<file path="src/rtl/updown_cnt_arbiter.sv">
// updown_cnt_arbiter: round-robin front end that shares one up/down counter
// among NREQ requesters. Each granted command becomes a single cnt_up or
// cnt_down pulse, a shadow copy of the count follows the shared counter, and
// the post-update value is returned to the winner before the next grant.
module updown_cnt_arbiter #(
    parameter int NREQ  = 4,
    parameter int WIDTH = 3,
    parameter int IDW   = 2
) (
    input  logic             clk,
    input  logic             reset,
    input  logic [NREQ-1:0]  req_valid,
    input  logic [NREQ-1:0]  req_dir,
    output logic [NREQ-1:0]  req_ready,
    output logic             cnt_up,
    output logic             cnt_down,
    output logic             rsp_valid,
    output logic [IDW-1:0]   rsp_id,
    output logic [WIDTH-1:0] rsp_count,
    input  logic             rsp_ready,
    output logic             busy
);

    localparam logic [1:0] IDLE  = 2'd0;
    localparam logic [1:0] ISSUE = 2'd1;
    localparam logic [1:0] RESP  = 2'd2;

    logic [1:0]       state_q;
    logic [1:0]       state_d;
    logic [IDW-1:0]   last_id_q;
    logic [IDW-1:0]   win_id_q;
    logic             win_dir_q;
    logic [WIDTH-1:0] shadow_q;
    logic             busy_q;
    logic [IDW:0]     pick;
    logic             accept;
    logic             rsp_done;

    // Round-robin search starting just above the previous winner. The far
    // candidates are visited first so the nearest valid one overwrites them.
    function automatic logic [IDW:0] rr_pick(input logic [NREQ-1:0] vld,
                                             input logic [IDW-1:0]  last);
        logic [IDW:0] r;
        int           idx;
        r = '0;
        for (int k = NREQ; k >= 1; k--) begin
            idx = (int'(last) + k) % NREQ;
            if (vld[idx]) r = {1'b1, IDW'(idx)};
        end
        return r;
    endfunction

    // Modulo 2^WIDTH step, matching the shared counter's natural wrap.
    function automatic logic [WIDTH-1:0] wrap_step(input logic [WIDTH-1:0] v,
                                                   input logic             up);
        return up ? v + WIDTH'(1) : v - WIDTH'(1);
    endfunction

    // Winner selection is purely combinational off the live valids, so a
    // requester that drops valid before being granted is simply skipped.
    always_comb begin
        pick = rr_pick(req_valid, last_id_q);
    end

    // Grant is offered only in IDLE and never during the reset cycle.
    always_comb begin
        req_ready = '0;
        if (state_q == IDLE && !reset && pick[IDW])
            req_ready[pick[IDW-1:0]] = 1'b1;
    end

    assign accept   = (state_q == IDLE) && pick[IDW] && !reset;
    assign rsp_done = (state_q == RESP) && rsp_ready;

    // Next-state logic: one-cycle ISSUE, RESP holds until the response is taken.
    always_comb begin
        state_d = state_q;
        case (state_q)
            IDLE:    if (accept)    state_d = ISSUE;
            ISSUE:                  state_d = RESP;
            RESP:    if (rsp_done)  state_d = IDLE;
            default:                state_d = IDLE;
        endcase
    end

    // Control state, arbitration pointer and shadow count; reset aborts any
    // operation in flight and realigns the shadow with the reset counter.
    always_ff @(posedge clk) begin
        if (reset) begin
            state_q   <= IDLE;
            last_id_q <= IDW'(NREQ - 1);
            shadow_q  <= '0;
            busy_q    <= 1'b0;
        end else begin
            state_q <= state_d;
            busy_q  <= (state_d != IDLE);
            if (accept)
                last_id_q <= pick[IDW-1:0];
            if (state_q == ISSUE)
                shadow_q <= wrap_step(shadow_q, win_dir_q);
        end
    end

    // Winner id and direction are data captured on the accept edge only.
    always_ff @(posedge clk) begin
        if (accept) begin
            win_id_q  <= pick[IDW-1:0];
            win_dir_q <= req_dir[pick[IDW-1:0]];
        end
    end

    // Output decode: pulses only in ISSUE, response fields only in RESP.
    always_comb begin
        cnt_up    = (state_q == ISSUE) &&  win_dir_q;
        cnt_down  = (state_q == ISSUE) && !win_dir_q;
        rsp_valid = (state_q == RESP);
        rsp_id    = (state_q == RESP) ? win_id_q : '0;
        rsp_count = (state_q == RESP) ? shadow_q : '0;
        busy      = busy_q;
    end

endmodule

</file>
<file path="config.mk">
export PLATFORM = sky130hd
export DESIGN_NAME = updown_cnt_arbiter
export DESIGN_NICKNAME = d
export VERILOG_FILES = /design/src/rtl/updown_cnt_arbiter.sv
export SDC_FILE = /design/constraint.sdc
export NUM_CORES = 1
export LEC_CHECK = 0
export CAP_MARGIN = 20
export CORE_MARGIN = 4
export CORE_UTILIZATION = 41
export CTS_CLUSTER_SIZE = 40
export DETAILED_ROUTE_END_ITERATION = 10
export PLACE_DENSITY = 0.75
export SLEW_MARGIN = 20
export SYNTH_ARGS = -nofsm -noshare
export SYNTH_HDL_FRONTEND = slang
export SYNTH_SLANG_ARGS = --single-unit
</file>
<file path="constraint.sdc">
create_clock -name clk -period 2.3 [get_ports clk]
set_input_delay 0.69 -clock clk [delete_from_list [all_inputs] [get_ports clk]]
set_output_delay 0.69 -clock clk [all_outputs]
set_load 0.05 [all_outputs]
</file>
Yosys cells after proc, flatten, opt, wreduce, memory -nomap -nowiden
Cells that the tools add are included.
Storage, ports and cells
  flip-flop bits (word level): 11
  bits of input ports: 11
  output and inout bits: 13
  word-level logic and storage cells: 67
Operators by class
  add/subtract/negate cells: 6
  $lt $le $gt $ge: 6
  equality and inequality tests: 2
  multiplexer cells: 27
  bitwise logic cells: 4
  reduce and logical (&&, ||, !) cells: 16
Operators by type and width (number)
  2-to-1 mux 3 bit: 6
  < comparator 3 x 4 -> 1 bit (second input constant): 4
  binary-select mux 1 bit (select 2 bit): 5
  2-to-1 mux 1 bit: 10
  logical AND 1 bit: 8
  OR reduction 2 bit: 4
  2-to-1 mux 2 bit: 3
  one-hot mux 2 bit (3 select lines): 1
  adder 2 x 1 -> 2 bit (second input constant): 2
  adder 2 bit (second input constant): 2
  AND 1 bit (first input constant): 4
  2-to-1 mux 4 bit: 1
  adder 3 x 1 -> 3 bit (second input constant): 1
  < comparator 2 x 3 -> 1 bit (second input constant): 1
  subtractor 3 x 1 -> 3 bit (second input constant): 1
  demux 1 bit (select 2 bit): 1
  == test 2 x 1 -> 1 bit (second input constant): 1
  == test 2 bit (second input constant): 1
  greater-or-equal comparator 2 x 1 -> 1 bit (second input constant): 1
  zero test 1 bit: 2
  zero test 2 bit: 1
  nonzero test 2 bit: 1

Logic depth before layout (Yosys ltp)
Gate-level depths: netlist of the first run.
  word-level depth: 15
  depth in mapped cells: 6
  depth with buffers taken out: 6

Least setup slack after synthesis of the first run
No wires, ideal clock.
  path kind: input -> output
  start point: input reset
  end point: output req_ready[0]
  data arrival time: 2.082 ns
  required time: 1.610 ns
  path slack: -0.472 ns
  stages: 4
  path buffers: 1
  cell sequence: clkbuf_1 > nor4_4 > nand2b_1 > nor2_1
On the way
  cells in the longest elaborated chain, start to end: 4
RTL lines
  start: declaration: RTL line 11  | input logic reset,
  zero test 1 bit: RTL line 68  | if (state_q == IDLE && !reset && pick[IDW])
  logical AND 1 bit (2 in series): RTL line 68
  2-to-1 mux 4 bit: RTL line 68
  end: declaration: RTL line 14  | output logic [NREQ-1:0] req_ready,
Every way passes these cells.

Worst setup path in the final report of the first run
  start point: input req_valid[0]
  end point: output req_ready[2]
On the way
  cells in the longest elaborated chain, start to end: 12
  elaborated cells on any way between the ends: 23
  those cells by class: order compare: 2; mux: 19; reduce/logical: 2
RTL lines
  start: declaration: RTL line 12  | input logic [NREQ-1:0] req_valid,
  binary-select mux 1 bit (select 2 bit): RTL line 48  | if (vld[idx]) r = {1'b1, IDW'(idx)};
  2-to-1 mux 1 bit (implied by the code) (2 in series): RTL line 48
  2-to-1 mux 3 bit (3 in series): RTL line 48
  2-to-1 mux 3 bit (*): RTL line 48
  via pick[1]: RTL line 35  | logic [IDW:0] pick;
  < comparator 2 x 3 -> 1 bit (implied by the code) / greater-or-equal comparator 2 x 1 -> 1 bit (equally long branches): RTL line 69  | req_ready[pick[IDW-1:0]] = 1'b1;
  logical AND 1 bit (implied by the code): RTL line 69
  2-to-1 mux 1 bit (implied by the code): RTL line 69
  demux 1 bit (select 2 bit) (*): RTL line 69
  2-to-1 mux 4 bit (*): RTL line 68
Mark *: on every way through the listed nets, which the timed path passes. The rest lies on a longest branch. The select of a mux whose other input is x is not followed.

==> results of run 1 <==
==> flip-flops by register name (all words and copies together), names as in the netlist <==
| name | flops |
|---|---|
| state_q | 2 |
| win_id_q | 2 |
| busy | 1 |
| shadow_q | 3 |
| win_dir_q | 1 |
| last_id_q | 2 |
==> worst min-delay path: stages (launching register included) <==
cell,delay (ns)
dfxtp_1,0.34
mux2i_1,0.13
nor2_1,0.05
==> routing by layer <==
metal	vias to the layer above	wire [um]	GRT usage (%)
met2	63	1260	40.9
met3	23	199	7.81
li1	313	-	-
met1	336	853	22.7
met4	0	157	9.09
met5	-	0	0
==> synthesized netlist by cell type <==
master,n
or2_1,2
a211oi_4,1
a31oi_1,1
xor2_1,1
a21oi_2,1
nand2_1,2
fa_1,1
dfxtp_1,8
o21ai_2,1
nor2b_1,2
nor4_4,1
xnor2_1,2
nor2_1,9
a21oi_1,2
edfxtp_1,3
nand2b_1,4
nor4_1,1
inv_1,4
nor3_1,3
clkbuf_1,2
o22ai_1,1
mux2i_1,4
o31a_1,1
and2_1,7
==> area by class of cell <==
| type | count | area (um2) | share of cell area [%] |
|---|---|---|---|
| Tap cell | 15 | 18.8 | 1.46 |
| Multi-Input combinational cell | 47 | 437 | 34.0 |
| Timing Repair Buffer | 46 | 536 | 41.8 |
| Inverter | 4 | 15.0 | 1.17 |
| Sequential cell | 11 | 250 | 19.5 |
| Clock buffer | 4 | 26.3 | 2.05 |
==> layout by cell type (no fill, tap or decap), types with 2 or more instances in the layout <==
cell type and count:
inv_1 3, and2_1 7, xnor2_1 2, buf_4 19, clkdlybuf4s50_1 6, buf_6 7, buf_12 12, dfxtp_1 8
nor2_4 5, mux2i_1 4, a21oi_1 2, nor2_1 4, nor3_2 2, edfxtp_1 3, nand2b_4 3, clkbuf_4 3
==> path summary, 6_finish.rpt <==
path	endpoint	startpoint	slack (ns)	depth (start not counted)
worst max-delay path	req_ready[2]	req_valid[0]	-0.20	8
worst min-delay path	shadow_q[1]	shadow_q[1]	0.56	2
worst max register to register	win_id_q[0]	last_id_q[0]	0.42	9
worst min register to register	shadow_q[1]	shadow_q[1]	0.56	2
==> metrics by stage <==
step	cells	cell area (um2)	power, W	setup TNS, ns	hold slack, ns
6_report	127	1280	0.000817	-0.796	0.558
5_1_grt	127	1280	0.000856	-0.949	0.598
4_1_cts	123	1180	0.000752	-0.849	0.530
3_5_place_dp	116	1120	0.000599	-2.94	0.509
3_3_place_gp	116	1120	0.000585	-2.53	0.491
2_1_floorplan	64	662	0.000439	-0.493	0.471
==> power groups by stage <==
stage	Combinational (W)	Clock [W]	Sequential (W)
after detailed placement	0.000337	0	0.000262
after floorplan	0.000174	0	0.000265
after global placement	0.000325	0	0.000260
after global routing	0.000436	0.000153	0.000266
after CTS	0.000360	0.000134	0.000258
final	0.000415	0.000138	0.000264
==> cells by family (layout without fill, tap and decap cells) <==
kind of cell | Yosys count | after routing | synth area share (%)
simple gates | 31 | 31 | 29.3
xor+xnor | 3 | 3 | 4.34
mux | 4 | 4 | 6.61
compound gates | 8 | 8 | 11.4
buf+inv | 6 | 54 | 3.72
fa+ha+maj | 1 | 1 | 3.31
flops | 11 | 11 | 41.3
==> what timing repair did <==
item                                    4_1_cts  5_1_grt
hold buffers                                  0        0
endpoints found under the setup margin        5        4
resized for setup                            19       18
setup buffers                                 5        4
pin swaps                                    10        6
==> results.tsv, run 1 <==
stage	metric	value	unit
status	status	finished with violations	
status	failed_checks	setup timing	
clocking	clkLatencyLatePin	0.28	ns
setup_path	critical_path.max_fanout	4	
synthesis	ys_warn_count	0	
die	die_height	46.4	um
route	initialDrtViolationCount	22	
synthesis	yosysSeqAreaShare	41.3	%
finish	layout.nets	125	
place	dp_hpwl	1440	um
clocking	htree_num_levels	1	
clocking	cts_root_buf	clkbuf_4	
global_route	grt_overflow_total	0	
finish	diodes	0	
pwr	p_leak	0.551	nW
job	maxCapViolCount	0	
global_route	grt_max_degree	8	
clocking	numCtsBuffers	3	
synthesis	syn_inst	64	
die	start_util	44.9	%
setup_path	crit_chain	buf_6 > or2_4 > buf_6 > a31oi_4 > buf_6 > nand2_4 > nor2_4 > buf_12	
route	dr.pass1.iters	4	
sta	hold_viol	0	
finish	areaGrowthSynthToFinish	112	%
setup_path	arrival	1.81	ns
clocking	clk_pin_slew	0.07	ns
clocking	cts_tree	done	
pwr	switchingPower	0.000305	W
pwr	switching_share	37.3	%
synthesis	synth.distinct_cells	24	
sta	fin_worst_skew	0.00553	ns
place	gp_congestion	0.707	
sta	maxSlewViolCount	0	
finish	final_util	95.0	%
place	port_buffers	23	
setup_path	critPathBufInv	4	
setup_path	cp-start-kind	input port	
global_route	antenna_found_initial	0	
global_route	grt_first_pass_wirelength	3240	um
sta	worstMarginPinSlew	0.488	ns
setup_path	end_kind	primary output	
place	dp_slack	-0.697	ns
global_route	grt_pass1_vias	720	
pwr	comb_power_share	50.8	%
sta	maxSlewHeadroom	67.4	%
pwr	p_seq_share	32.3	%
setup_path	cp_common_cell	buf_6	
route	wl	2470	um
setup_path	crit_family	buffers and inverters	
clocking	cts_buffer_depth	2	
finish	drive_above_1_share	55.4	%
setup_path	critPathSlowestCell	or2_4	
sta	rsz0062_at_grt	true	
setup_path	required	1.61	ns
die	die_x	46.4	um
sta	finalCritPeriodShare	109	%
pwr	intPower	0.000512	W
route	drc	0	
pwr	powerDensity	637	nW/um2
die	num_rows	13	
sta	max_freq	399	MHz
synthesis	ys_ff_latch	11	
synthesis	yosysTopAreaCellShare	26.4	%
route	dr_total_vias	735	
setup_path	critPathMaxStageDelay	0.25	ns
route	viasPerCell	5.79	
die	io_pins	24	
pwr	ir_drop	0.634	mV
route	ant_nets	0	
clocking	numClockSinks	11	
sta	finalSetupViolations	4	
die	core_area	1350	um2
synthesis	synth_largest_area_cell	dfxtp_1	
synthesis	syn-cell-area	606	um2
sta	min_period	2.50	ns
min_path	min_path_type	reg -> reg	
finish	fillers	34	
synthesis	yosys-top-cells-area	dfxtp_1, edfxtp_1, and2_1	
synthesis	syn-num-nets	76	
route	post_drt_wl_per_cell	19.4	um
synthesis	synth.avg_cell_area	9.46	um2
global_route	track_usage	22.4	%
pwr	clockPowerShare	16.9	%
sta	finalWorstSetupSlack	-0.204	ns
die	dieArea	2160	um2
setup_path	crit_type	in -> out	
Note: power is estimated with default switching activity, not from simulation.
==> run 2: changes to the inputs <==
--- a/config.mk
+++ b/config.mk
@@ -5,10 +5,11 @@
 export SDC_FILE = /design/constraint.sdc
 export NUM_CORES = 1
 export LEC_CHECK = 0
+export ABC_CLOCK_PERIOD_IN_PS = 2300
 export CAP_MARGIN = 20
 export CORE_MARGIN = 4
 export CORE_UTILIZATION = 41
-export CTS_CLUSTER_SIZE = 40
+export CTS_CLUSTER_SIZE = 28
 export DETAILED_ROUTE_END_ITERATION = 10
 export PLACE_DENSITY = 0.75
 export SLEW_MARGIN = 20
==> results of run 2 <==
The final DEF is identical to that of run 1; final timing and power are the same.
==> run 3: changes to the inputs <==
--- a/config.mk
+++ b/config.mk
@@ -12,6 +12,7 @@
 export CTS_CLUSTER_SIZE = 28
 export DETAILED_ROUTE_END_ITERATION = 10
 export PLACE_DENSITY = 0.75
+export SKIP_CTS_REPAIR_TIMING = 1
 export SLEW_MARGIN = 20
 export SYNTH_ARGS = -nofsm -noshare
 export SYNTH_HDL_FRONTEND = slang
==> run 3 against run 2 <==
- total power shrank 5.1%
- worst hold slack lost 0.028 ns
- combinational power shrank 9.4%
- the run still ends with setup timing left
- wire length shrank 13%
- maximum frequency shrank 3.0%
- sequential power is essentially flat
==> results.tsv, run 3 (same netlist as run 1, synthesis figures left out) <==
stage	metric	value	unit	change
status	status	finished with violations		unchanged
status	failed_checks	setup timing		unchanged
die	start_util	44.9	%	unchanged
sta	tns	-1.08	ns	was -0.796 ns
finish	layout_commonest_cell	buf_4		unchanged
clocking	numClockSinks	11		unchanged
clocking	clk_pin_slew	0.07	ns	about the same
pwr	switching_share	37.2	%	was 37.3%
clocking	clkLatencyLatePin	0.27	ns	was 0.28 ns
place	gp_congestion	0.707		unchanged
finish	diodes	0		unchanged
finish	drive_above_1_share	48.1	%	was 55.4%
clocking	cts_tree	done		unchanged
setup_path	arrival	1.89	ns	was 1.81 ns
sta	min_period	2.58	ns	was 2.50 ns
sta	finalWorstSetupSlack	-0.282	ns	was -0.204 ns
die	dieArea	2160	um2	unchanged
sta	worstMarginPinSlew	0.488	ns	about the same
global_route	grt_pass1_vias	676		was 720
sta	maxSlewHeadroom	67.4	%	about the same
die	num_rows	13		unchanged
pwr	clockPowerShare	17.8	%	was 16.9%
setup_path	crit_type	in -> out		unchanged
setup_path	rrSetupSlack	0.53	ns	was 0.42 ns
setup_path	crit_path_start	req_valid[0]		unchanged
setup_path	r2r_start	last_id_q[0]		unchanged
pwr	switchingPower	0.000288	W	was 0.000305 W
setup_path	r2r_end	win_dir_q		was win_id_q[0]
route	ant_nets	0		unchanged
pwr	finalPower	0.000776	W	was 0.000817 W
min_path	hp-start	shadow_q[2]		was shadow_q[1]
sta	finalCritPeriodShare	112	%	was 109%
route	drc	0		unchanged
sta	hold_viol	0		unchanged
route	dr_total_vias	652		was 735
finish	final_cells	123		was 127
place	placed_cells	116		unchanged
die	core_area	1350	um2	unchanged
pwr	comb_power_share	48.5	%	was 50.8%
sta	maxSlewViolCount	0		unchanged
pwr	p_seq_share	33.7	%	was 32.3%
job	maxCapViolCount	0		unchanged
finish	layout_common_cells	buf_4, buf_12, dfxtp_1		unchanged
clocking	cts_root_buf	clkbuf_4		unchanged
sta	fin_worst_skew	0.00131	ns	was 0.00553 ns
clocking	htree_num_levels	1		unchanged
route	post_drt_wl_per_cell	17.5	um	was 19.4 um
finish	layout.nets	121		was 125
global_route	antenna_found_initial	0		unchanged
place	port_buffers	23		unchanged
setup_path	critical_path.max_fanout	4		unchanged
route	wl	2150	um	was 2470 um
route	dr.pass1.iters	4		unchanged
pwr	intPower	0.000487	W	was 0.000512 W
global_route	grt_first_pass_wirelength	2840	um	was 3240 um
clocking	cts_buffer_depth	2		unchanged
finish	areaGrowthSynthToFinish	99.4	%	was 112%
setup_path	required	1.61	ns	about the same
finish	largest_reg_flops	3		unchanged
sta	max_freq	387	MHz	was 399 MHz
route	initialDrtViolationCount	14		was 22
clocking	numCtsBuffers	3		unchanged
sta	finalSetupViolations	4		unchanged
sta	whs	0.530	ns	was 0.558 ns
min_path	min_path_type	reg -> reg		unchanged
finish	largest_register	shadow_q		unchanged
pwr	ir_drop	0.598	mV	was 0.634 mV
global_route	grt_max_degree	8		unchanged
setup_path	end_kind	primary output		unchanged
setup_path	r2r_cells	8		was 9
die	die_x	46.4	um	unchanged
pwr	powerDensity	642	nW/um2	was 637 nW/um2
route	viasPerCell	5.30		was 5.79
sta	rsz0062_at_grt	true		unchanged
pwr	p_leak	0.525	nW	was 0.551 nW
global_route	track_usage	19.4	%	was 22.4%
die	io_pins	24		unchanged
min_path	hold_path_depth	2		unchanged
die	die_height	46.4	um	unchanged
place	dp_hpwl	1440	um	unchanged
global_route	grt_overflow_total	0		unchanged
setup_path	cp-start-kind	input port		unchanged
min_path	worstHoldEndpoint	shadow_q[2]		was shadow_q[1]
run 3: cell count changes in the layout (fill, tap and decap cells not counted), sizes merged:
cell and change:
dlygate4sd2 -1, buf -5, dlymetal6s2s +2
run 3: layout make-up:
class	count	area, um2
multi-input combinational	47	398
fill	62	143
sequential	11	250
tap	15	18.8
inverter	4	15.0
timing repair buffer	42	499
clock buffer	4	26.3
run 3: routing by layer:
| layer | vias up | wire length (um) | GRT usage (%) |
|---|---|---|---|
| met2 | 29 | 1140 | 36.5 |
| met5 | - | 0 | 0 |
| met3 | 6 | 114 | 8.20 |
| met1 | 319 | 831 | 18.2 |
| li1 | 298 | - | - |
| met4 | 0 | 62 | 7.39 |
run 3: worst max path at each step:
stage / endpoint / slack [ns] / depth (start not counted)
3_3_place_gp: req_ready[1] / -0.60 / 8
4_1_cts: req_ready[1] / -0.70 / 8
6_report: req_ready[0] / -0.28 / 8
2_1_floorplan: req_ready[1] / -0.18 / 4
5_1_grt: req_ready[0] / -0.31 / 8
3_5_place_dp: req_ready[1] / -0.70 / 8
run 3: through the flow:
stage | util [%] | cell area, um2 | worst slack [ns]
floorplan | - | 662 | -0.184
global route | 89.4 | 1210 | -0.309
finish | 89.4 | 1210 | -0.282
global placement | 83.1 | 1120 | -0.600
detailed placement | 83.1 | 1120 | -0.697
CTS | 85.1 | 1150 | -0.704
run 3: worst max-delay path, cell delays in order:
cell and delay (ns):
buf_6 0.09, or2_1 0.24, buf_4 0.14, a31oi_1 0.19, buf_4 0.18, nand2b_4 0.17, nor2_4 0.05, buf_12 0.14
run 3: power groups by stage:
stage | clock network (W) | logic (W) | registers (W)
finish | 0.000138 | 0.000376 | 0.000262
CTS | 0.000134 | 0.000338 | 0.000258
global route | 0.000143 | 0.000399 | 0.000265
global placement | 0 | 0.000325 | 0.000260
detailed placement | 0 | 0.000337 | 0.000262
floorplan | 0 | 0.000174 | 0.000265
